[config.mk]
export PLATFORM = sky130hd
export DESIGN_NAME = aes_sha3_host_link
export DESIGN_NICKNAME = d
export VERILOG_FILES = /design/src/rtl/aes_link_pkg.sv /design/src/rtl/byte_serializer.sv /design/src/rtl/aes_sha3_host_link.sv
export SDC_FILE = /design/constraint.sdc
export NUM_CORES = 1
export LEC_CHECK = 0
export ABC_AREA = 1
export BUFFER_PORTS_ARGS = -buffer_cell sky130_fd_sc_hd__buf_4
export CAP_MARGIN = 20
export CORE_AREA = 2 2 310 312
export CTS_CLUSTER_DIAMETER = 120
export CTS_CLUSTER_SIZE = 8
export DETAILED_ROUTE_END_ITERATION = 16
export DIE_AREA = 0 0 312 314
export HOLD_SLACK_MARGIN = 0.15
export PLACE_DENSITY = 0.59
export SYNTH_ARGS = -nofsm -noshare
export SYNTH_HDL_FRONTEND = slang
export SYNTH_SLANG_ARGS = --single-unit
export TNS_END_PERCENT = 20
[constraint.sdc]
create_clock -name clk -period 2.8 [get_ports clk]
set_input_delay 0.14 -clock clk [delete_from_list [all_inputs] [get_ports clk]]
set_output_delay 0.14 -clock clk [all_outputs]
set_load 0.02 [all_outputs]
[src/rtl/aes_link_pkg.sv]
// Shared types and constants for the AES + HMAC-SHA3 host link.
package aes_link_pkg;

  typedef enum logic [3:0] {
    ST_NOKEY,
    ST_KEY_TX,
    ST_KEY_BUSY,
    ST_KEY_DONE,
    ST_READY,
    ST_MSG_TX,
    ST_RX_CIPHER,
    ST_RX_GAP,
    ST_RX_TAG,
    ST_RES_HOLD,
    ST_ERR
  } link_state_t;

  localparam int KEY_BYTES    = 32;
  localparam int MSG_BYTES    = 16;
  localparam int CIPHER_BYTES = 16;
  localparam int TAG_BYTES    = 32;

  // Wide enough to hold the longest transmit length (the salt/key word).
  localparam int SER_CNT_W = $clog2(KEY_BYTES + 1);

  // States in which the core has no business presenting output bytes.
  function automatic logic valid_forbidden(input link_state_t s);
    return (s == ST_NOKEY) || (s == ST_KEY_TX) || (s == ST_KEY_BUSY) ||
           (s == ST_KEY_DONE) || (s == ST_READY) || (s == ST_MSG_TX);
  endfunction

endpackage

[src/rtl/byte_serializer.sv]
// Loadable 256-bit MSB-first shift register feeding the core byte input.
// done is high while the final byte of a load is on the output.
module byte_serializer
  import aes_link_pkg::*;
(
  input  logic                 clk,
  input  logic                 rst_n,
  input  logic                 clear,
  input  logic                 load,
  input  logic [255:0]         load_data,
  input  logic [SER_CNT_W-1:0] load_len,
  input  logic                 start_all,
  output logic [7:0]           byte_out,
  output logic                 start_out,
  output logic                 done
);

  logic [255:0]         shreg;
  logic [SER_CNT_W-1:0] remain;
  logic                 busy;
  logic                 start_all_q;

  assign done = busy && (remain == '0);

  // Present one byte per cycle; start strobe on every byte or only the first.
  always_ff @(posedge clk) begin
    if (!rst_n || clear) begin
      shreg       <= '0;
      remain      <= '0;
      busy        <= 1'b0;
      start_all_q <= 1'b0;
      byte_out    <= 8'd0;
      start_out   <= 1'b0;
    end else if (load) begin
      byte_out    <= load_data[255:248];
      shreg       <= {load_data[247:0], 8'd0};
      remain      <= load_len - SER_CNT_W'(1);
      busy        <= 1'b1;
      start_all_q <= start_all;
      start_out   <= 1'b1;
    end else if (busy) begin
      if (remain == '0) begin
        busy        <= 1'b0;
        start_all_q <= 1'b0;
        byte_out    <= 8'd0;
        start_out   <= 1'b0;
      end else begin
        byte_out  <= shreg[255:248];
        shreg     <= {shreg[247:0], 8'd0};
        remain    <= remain - SER_CNT_W'(1);
        start_out <= start_all_q;
      end
    end
  end

endmodule

[src/rtl/aes_sha3_host_link.sv]
// Host link for the byte-serial AES + HMAC-SHA3 core: sends salt/key and
// message blocks, collects ciphertext and tag. Optional watchdog is built
// when AES_LINK_TIMEOUT_EN is defined.
module aes_sha3_host_link
  import aes_link_pkg::*;
#(
  parameter int unsigned TIMEOUT_CYCLES = 4096
) (
  input  logic         clk,
  input  logic         rst_n,
  input  logic         cfg_valid,
  output logic         cfg_ready,
  input  logic [255:0] cfg_data,
  input  logic         msg_valid,
  output logic         msg_ready,
  input  logic [127:0] msg_data,
  input  logic         msg_mode,
  output logic         res_valid,
  input  logic         res_ready,
  output logic [127:0] res_cipher,
  output logic [255:0] res_tag,
  output logic         err,
  output logic         core_start,
  output logic [7:0]   core_data,
  output logic         core_mode,
  input  logic         core_ien,
  input  logic         core_valid,
  input  logic [7:0]   core_rdata
);

  link_state_t          state;
  logic [4:0]           rx_cnt;
  logic                 key_go;
  logic                 msg_go;
  logic                 err_hit;
  logic                 ser_load;
  logic                 ser_done;
  logic [255:0]         ser_data;
  logic [SER_CNT_W-1:0] ser_len;
  logic                 timeout;

  assign err_hit  = core_valid && valid_forbidden(state);
  assign key_go   = (state == ST_NOKEY) && cfg_valid && cfg_ready && !core_valid;
  assign msg_go   = (state == ST_READY) && msg_valid && msg_ready && !core_valid;
  assign ser_load = key_go || msg_go;
  assign ser_data = key_go ? cfg_data : {msg_data, 128'd0};
  assign ser_len  = key_go ? SER_CNT_W'(KEY_BYTES) : SER_CNT_W'(MSG_BYTES);

  byte_serializer u_ser (
    .clk       (clk),
    .rst_n     (rst_n),
    .clear     (err_hit),
    .load      (ser_load),
    .load_data (ser_data),
    .load_len  (ser_len),
    .start_all (key_go),
    .byte_out  (core_data),
    .start_out (core_start),
    .done      (ser_done)
  );

`ifdef AES_LINK_TIMEOUT_EN
  logic [15:0] wd_cnt;
  link_state_t wd_state;
  logic        wd_watch;
  logic        byte_rx;

  assign wd_watch = state inside {ST_KEY_BUSY, ST_KEY_DONE, ST_RX_CIPHER, ST_RX_GAP, ST_RX_TAG};
  assign byte_rx  = core_valid && ((state == ST_RX_CIPHER) || (state == ST_RX_TAG));
  assign timeout  = wd_watch && (state == wd_state) && !byte_rx &&
                    (wd_cnt == 16'(TIMEOUT_CYCLES - 1));

  // Watchdog restarts on any state change or received byte.
  always_ff @(posedge clk) begin
    if (!rst_n) begin
      wd_cnt   <= 16'd0;
      wd_state <= ST_NOKEY;
    end else begin
      wd_state <= state;
      if (!wd_watch || (state != wd_state) || byte_rx) begin
        wd_cnt <= 16'd0;
      end else begin
        wd_cnt <= wd_cnt + 16'd1;
      end
    end
  end
`else
  // Without the watchdog the link waits forever; the limit has no effect.
  logic unused_timeout_cfg;
  assign unused_timeout_cfg = ^TIMEOUT_CYCLES;
  assign timeout = 1'b0;
`endif

  // Link sequencer with registered handshake, result and error outputs.
  always_ff @(posedge clk) begin
    if (!rst_n) begin
      state      <= ST_NOKEY;
      rx_cnt     <= 5'd0;
      cfg_ready  <= 1'b0;
      msg_ready  <= 1'b0;
      res_valid  <= 1'b0;
      res_cipher <= '0;
      res_tag    <= '0;
      err        <= 1'b0;
      core_mode  <= 1'b0;
    end else begin
      cfg_ready <= 1'b0;
      msg_ready <= 1'b0;
      if (err_hit || timeout) begin
        state     <= ST_ERR;
        err       <= 1'b1;
        res_valid <= 1'b0;
        core_mode <= 1'b0;
      end else begin
        case (state)
          ST_NOKEY: begin
            if (key_go) state <= ST_KEY_TX;
            else        cfg_ready <= 1'b1;
          end
          ST_KEY_TX: begin
            if (ser_done) state <= ST_KEY_BUSY;
          end
          ST_KEY_BUSY: begin
            if (core_ien) state <= ST_KEY_DONE;
          end
          ST_KEY_DONE: begin
            if (!core_ien) begin
              state     <= ST_READY;
              msg_ready <= 1'b1;
            end
          end
          ST_READY: begin
            if (msg_go) begin
              state     <= ST_MSG_TX;
              core_mode <= msg_mode;
            end else begin
              msg_ready <= 1'b1;
            end
          end
          ST_MSG_TX: begin
            if (ser_done) begin
              state  <= ST_RX_CIPHER;
              rx_cnt <= 5'd0;
            end
          end
          ST_RX_CIPHER: begin
            if (core_valid) begin
              res_cipher[{rx_cnt[3:0], 3'b000} +: 8] <= core_rdata;
              if (rx_cnt == 5'(CIPHER_BYTES - 1)) begin
                state  <= ST_RX_GAP;
                rx_cnt <= 5'd0;
              end else begin
                rx_cnt <= rx_cnt + 5'd1;
              end
            end
          end
          ST_RX_GAP: begin
            if (core_valid) begin
              state     <= ST_ERR;
              err       <= 1'b1;
              core_mode <= 1'b0;
            end else begin
              state <= ST_RX_TAG;
            end
          end
          ST_RX_TAG: begin
            if (core_valid) begin
              res_tag[{rx_cnt, 3'b000} +: 8] <= core_rdata;
              if (rx_cnt == 5'(TAG_BYTES - 1)) begin
                state     <= ST_RES_HOLD;
                res_valid <= 1'b1;
                rx_cnt    <= 5'd0;
              end else begin
                rx_cnt <= rx_cnt + 5'd1;
              end
            end
          end
          ST_RES_HOLD: begin
            if (!res_valid || res_ready) begin
              res_valid <= 1'b0;
              if (!core_ien) begin
                state     <= ST_READY;
                msg_ready <= 1'b1;
                core_mode <= 1'b0;
              end
            end
          end
          ST_ERR: begin
            err <= 1'b1;
          end
          default: begin
            state <= ST_ERR;
            err   <= 1'b1;
          end
        endcase
      end
    end
  end

endmodule

# ---- Word level (Yosys, flattened, before mapping)
# Cells that the tools add are included.
dict set report totals {
  ff_bits 663
  in_bits 400
  elab_cells 161
}
dict set report op_classes {
  n_addsub 5
  eq_ne 38
  n_shift 4
  muxes 57
  bitwise 4
  n_reduce_logical 37
}
# op count
set op_table {}
lappend op_table {{256-bit 2-to-1 mux} 4}
lappend op_table {{256-bit bitwise mux} 1}
lappend op_table {{8-bit by 10-bit variable shift with 256-bit output, first input constant} 1}
lappend op_table {{8-bit by 10-bit indexed part select with 256-bit output} 1}
lappend op_table {{128-bit bitwise mux} 1}
lappend op_table {{8-bit by 9-bit variable shift with 128-bit output, first input constant} 1}
lappend op_table {{8-bit by 9-bit indexed part select with 128-bit output} 1}
lappend op_table {{4-bit 2-to-1 mux} 12}
lappend op_table {{4-bit case mux with 11 select lines} 1}
lappend op_table {{3-bit by 2-bit != test with 1-bit output, second input constant} 11}
lappend op_table {{2-bit != test, second input constant} 13}
lappend op_table {{5-bit 2-to-1 mux} 5}
lappend op_table {{6-bit 2-to-1 mux} 4}
lappend op_table {{8-bit 2-to-1 mux} 3}
lappend op_table {{11-bit AND reduction} 2}
lappend op_table {{1-bit 2-to-1 mux} 20}
lappend op_table {{4-bit by 3-bit equality test with 1-bit output, second input constant} 4}
lappend op_table {{5-bit case mux with 3 select lines} 1}
lappend op_table {{4-bit equality test, second input constant} 3}
lappend op_table {{6-bit by 1-bit subtractor with 6-bit output, second input constant} 2}
lappend op_table {{8-bit negation with 10-bit output} 1}
lappend op_table {{5-bit AND reduction} 2}
lappend op_table {{7-bit negation with 9-bit output} 1}
lappend op_table {{9-bit OR reduction} 1}
lappend op_table {{other kinds (22)} 49}

# ---- Longest topological paths before layout
dict set report depth {
  depth_word 9
  ltp_mapped 14
  ltp_nobuf 13
}

# ---- Cells and area by module
# A second synthesis with hierarchy kept.
dict set report unflattened {
  cells_unflattened 4204
  hier_area_um2 30544.3
}
# mod n_inst cells_per_inst area_per_inst_um2
set modules_own_cells {}
lappend modules_own_cells {aes_sha3_host_link 1 2714 17879.6}
lappend modules_own_cells {byte_serializer 1 1490 12664.6}

# ---- Least setup slack after synthesis
# Ideal clock, no wire load.
dict set report synth_path {
  kind {reg2reg}
  from {register rx_cnt[0]}
  to {register res_tag[88]}
  setup_ns 0.117
  arrival_time_ns 1.981
  required_ns 2.683
  path_slack_ns 0.701
  stages_incl_launch_ff 15
  n_path_buf 2
  synth_period_minus_slack_ns 2.099
  path_cell_list {dfxtp_1 > buf_2 > inv_2 > ha_1 > nand3_2 > inv_2 > nand2_2 > nand2_1 > inv_2 > nand2_4 > buf_6 > nor2_4 > inv_1 > a21oi_1 > nor2_1}
}
dict set report synth_between {
  elab_chain_len 3
  word_cells_on_any_way 4
  cone_classes {add/sub (1); shift (2); mux (1)}
}
# element line_no
set synth_lines {}
lappend synth_lines {{start, declared} aes_sha3_host_link.sv:32} ;# logic [4:0] rx_cnt;
lappend synth_lines {{start signal, assigned} aes_sha3_host_link.sv:153} ;# rx_cnt <= rx_cnt + 5'd1;
lappend synth_lines {{start signal, assigned} aes_sha3_host_link.sv:174} ;# rx_cnt <= rx_cnt + 5'd1;
lappend synth_lines {{8-bit negation with 10-bit output (*)} aes_sha3_host_link.sv:168} ;# res_tag[{rx_cnt, 3'b000} +: 8] <= core_rdata;
lappend synth_lines {{8-bit by 10-bit indexed part select with 256-bit output / 8-bit by 10-bit variable shift with 256-bit output (equally long branches)} aes_sha3_host_link.sv:168}
lappend synth_lines {{256-bit bitwise mux (*)} aes_sha3_host_link.sv:168}
lappend synth_lines {{end signal, assigned by index} aes_sha3_host_link.sv:168}
lappend synth_lines {{end, declared} aes_sha3_host_link.sv:21} ;# output logic [255:0] res_tag,
# Every way passes the cells marked *; elsewhere a longest branch is shown, timed or not.
# A chain may end at the register's enable or synchronous reset.

# ---- Final worst setup path
dict set report layout_path {
  from {register state[3]}
  to {register u_ser.shreg[254]}
}
dict set report layout_between {
  elab_chain_len 8
  word_cells_on_any_way 25
  cone_classes {eq/ne (6); mux (2); reduce/logical (17)}
}
# element line_no
set layout_lines {}
lappend layout_lines {{start, declared} aes_sha3_host_link.sv:31} ;# link_state_t state;
lappend layout_lines {{start signal, assigned} aes_sha3_host_link.sv:97} ;# state <= ST_NOKEY;
lappend layout_lines {{start signal, assigned} aes_sha3_host_link.sv:110} ;# state <= ST_ERR;
lappend layout_lines {{start signal, assigned} aes_sha3_host_link.sv:117} ;# if (key_go) state <= ST_KEY_TX;
lappend layout_lines {{branches (longest 8 deep; another with 4-bit by 3-bit equality test with 1-bit output)} --}
lappend layout_lines {{end signal, assigned} byte_serializer.sv:36} ;# shreg <= {load_data[247:0], 8'd0};
lappend layout_lines {{end signal, assigned} byte_serializer.sv:49} ;# shreg <= {shreg[247:0], 8'd0};
lappend layout_lines {{end, declared} byte_serializer.sv:18} ;# logic [255:0] shreg;
# Parallel ways; which one is timed is not known.

==> metrics.md <==
| Metric | Value |
|---|---|
| Routed wire length per instance | 19.94 um |
| Critical path arrival | 3210 ps |
| Crit path kind | register to register |
| Gate Count Post-Synth | 3631 |
| Vias in the first global route | 29130 |
| Post-route DRC violation count | 0 |
| Most common cell in the netlist | dfxtp_1 |
| I/O Buffers | 797 |
| Die W | 312 um |
| Routability cong. | 0.9283 |
| Netlist Area Pre-Place | 0.02751 mm^2 |
| Num rows | 113 |
| Syn nets | 4040 |
| Dpl cells | 5503 |
| Post-synth top area cell | dfxtp_1 |
| Post-synth ARST share | 0% |
| Synth top cells by count | 663 x dfxtp_1, 651 x nor2_1, 610 x o21ai_0 |
| Post-synthesis xor/xnor area fraction | 0.1274% |
| Num CTS Buffers | 92 |
| Post-CTS setup buffer count | 0 |
| Die Y | 314 um |
| RSZ-0062 raised after global routing | no |
| R2R cell count | 8 |
| Worst hold margin | 221.2 ps |
| Max Clock Freq | 374.5 MHz |
| Area delta synth->final | 50.28% |
| Yosys warning count | 0 |
| P per Cell Area | 587.6 mW/mm^2 |
| Post-route setup TNS | 0 ps |
| Number of synthesized flops with an enable pin | 0 |
| CP Capture Type | register |
| Maximum Capacitance Violations | 0 |
| Worst hold stages | 6 |
| Synth area leaders | dfxtp_1 48%, o21ai_0 11%, nor2_1 8.9%, nand2_1 7.0%, a21oi_1 6.2% |
| Post-synth cell types | 39 |
| Post-synthesis simple-gate area fraction | 19.48% |
| Antenna Violating Nets Remaining | 0 |
| Clk sinks | 663 |
| Fin Clk Skew | 38.69 ps |
| CTS Root Cell | clkbuf_16 |
| TritonRoute pass-1 iters | 6 |
| Initial Utilization | 29.13% |
| Adder and majority gate portion of the synthesized area | 0.4094% |
| Ys flop type | dfxtp_1 |
| Total Routed Length | 120000 um |
| Maximum VDD drop | 0.4160 mV |
| Max-slew violations | 0 |
| Clk buf depth | 3 |
| Final setup viols | 0 |
| Status | completed |
| Final Hold Fails | 0 |
| Required time worst endpoint | 3340 ps |
| Max-slew headroom | 31.88% |
| Mux contribution to synthesized area | 0% |
| Starting DRT DRC Count | 2352 |
| GRT overflow | 0 |
| Minimum clock period | 2670 ps |
| Worst-path maximum fanout | 111 |
| CTS tree | done |
| Sequential fraction of the synthesis area | 48.25% |
| Vias/cell | 4.981 |
| #FFs+latches synth | 663 |
| Period Utilization, post-route | 95.36% |
| Via count of the routed design | 29970 |
| Worst R2R Setup Slack | 130 ps |
| Leakage | 16.36 nW |
| Complex-gate fraction of the synthesized area | 25.25% |
| Worst-margin pin slew | 1022 ps |
| Largest family of logic cells by synthesized area | compound AO/OA/AOI/OAI gates |
| Fin util | 43.77% |
| Clock Latency Late Sink | 670 ps |
| Non-filler cells, final | 6017 |
| H-tree depth | 3 |
| Die area | 0.09797 mm^2 |
| Layout cell share with drive strength beyond 1 | 22.79% |
| I/O pins | 798 |
| Final net count | 5146 |
| Initial antenna violation count | 9 |
| Hold WC Path Type | input pin to register |
| Clock transition at path regs | 60 ps |
| Dpl hpwl | 85090 um |
| Startpoint types | register |
| Synthesized area per cell | 7.576 um^2 |
| Core area | 0.09445 mm^2 |
| First-pass GRT wire length | 177600 um |
| Top-area cell type share of the netlist area | 48.25% |
| Largest net degree at the start of global routing | 176 |
| All-Layer GR Usage | 23.30% |
-- per-stage QoR --
stage	instance area (um^2)	setup slack, ps	total power, mW
2_1_floorplan	27510	701.5	12.31
3_3_place_gp	34700	353.6	13.80
3_5_place_dp	34700	284.3	13.79
4_1_cts	41210	21.75	24.41
5_1_grt	41340	0.2538	25.28
6_report	41340	129.9	24.29
-- critical path, stage by stage, from the launching register on --
cell           delay (ps)
dfxtp_2               380
nor2_2                210
nand2_2               100
nor2_4                200
clkinv_2              130
buf_12                200
o21ai_0               500
a21oi_1               120
dlygate4sd3_1         570
-- state kept, by name, summed over array words and instances (netlist names), 4 cells and up --
register / flops
res_tag: 256
u_ser.shreg: 248
res_cipher: 128
u_ser.byte_out: 8
u_ser.remain: 6
rx_cnt: 5
state: 4
-- cells in the final DEF, fill, tap and decap left out, types with 6 or more instances in the layout --
cell type	count
buf_4	861
dfxtp_1	660
nor2_1	650
o21ai_0	609
nand2_1	509
dlygate4sd3_1	403
a21oi_1	340
a311oi_1	120
a31oi_1	115
inv_1	104
clkbuf_16	95
nand3_1	48
a211oi_1	31
nor2_4	26
nor2_2	21
o21ai_1	21
buf_12	17
inv_2	15
nor3_1	15
nand2_2	10
nand4_1	10
diode_2	9
ha_1	9
nand2_4	6
-- path summary, 6_finish.rpt --
kind                  start           endpoint
min reg2reg  res_cipher[92]     res_cipher[92]
max reg2reg        state[3]   u_ser.shreg[254]
min               msg_valid  u_ser.start_all_q
max                state[3]   u_ser.shreg[254]
-- final cells by class --
cell class | instances | area, um^2
sequential | 663 | 13280
clock buffer | 94 | 2331
tap | 1265 | 1583
multi-input combinational | 2563 | 12480
timing repair buffer | 1288 | 11000
fill | 9379 | 53110
antenna | 9 | 22.52
clock inverter | 6 | 146.4
inverter | 129 | 498.0
-- power breakdown --
| part | total [mW] | switching (mW) | internal [mW] |
|---|---|---|---|
| logic | 4.35 | 2.80 | 1.56 |
| clock network | 10.1 | 4.24 | 5.87 |
| registers | 9.82 | 0.162 | 9.66 |
-- logic make-up after synthesis --
logic type               after synthesis
adder cells (fa/ha/maj)                9
flip-flops                           663
AND/OR/NAND/NOR                     1304
buffers and inverters                405
AO/OA/AOI/OAI                       1246
XOR/XNOR                               4
-- per-layer routing --
metal	wire length (um)	share of wire, %	global-route usage [%]	up-vias
met4	4978	4.1	10.53	0
met3	8485	7.1	5.988	220
met2	56640	47	38.60	1029
met5	0	0	0	-
li1	-	-	-	14600
met1	49900	42	28.42	14120
-- what timing repair did --
item | CTS | global route
gates resized for setup | 0 | 16
hold buffers | 403 | 0
endpoints found under the hold margin | 398 | 0
setup endpoints to repair | 0 | 103
Power figures use the tool's default switching activity.
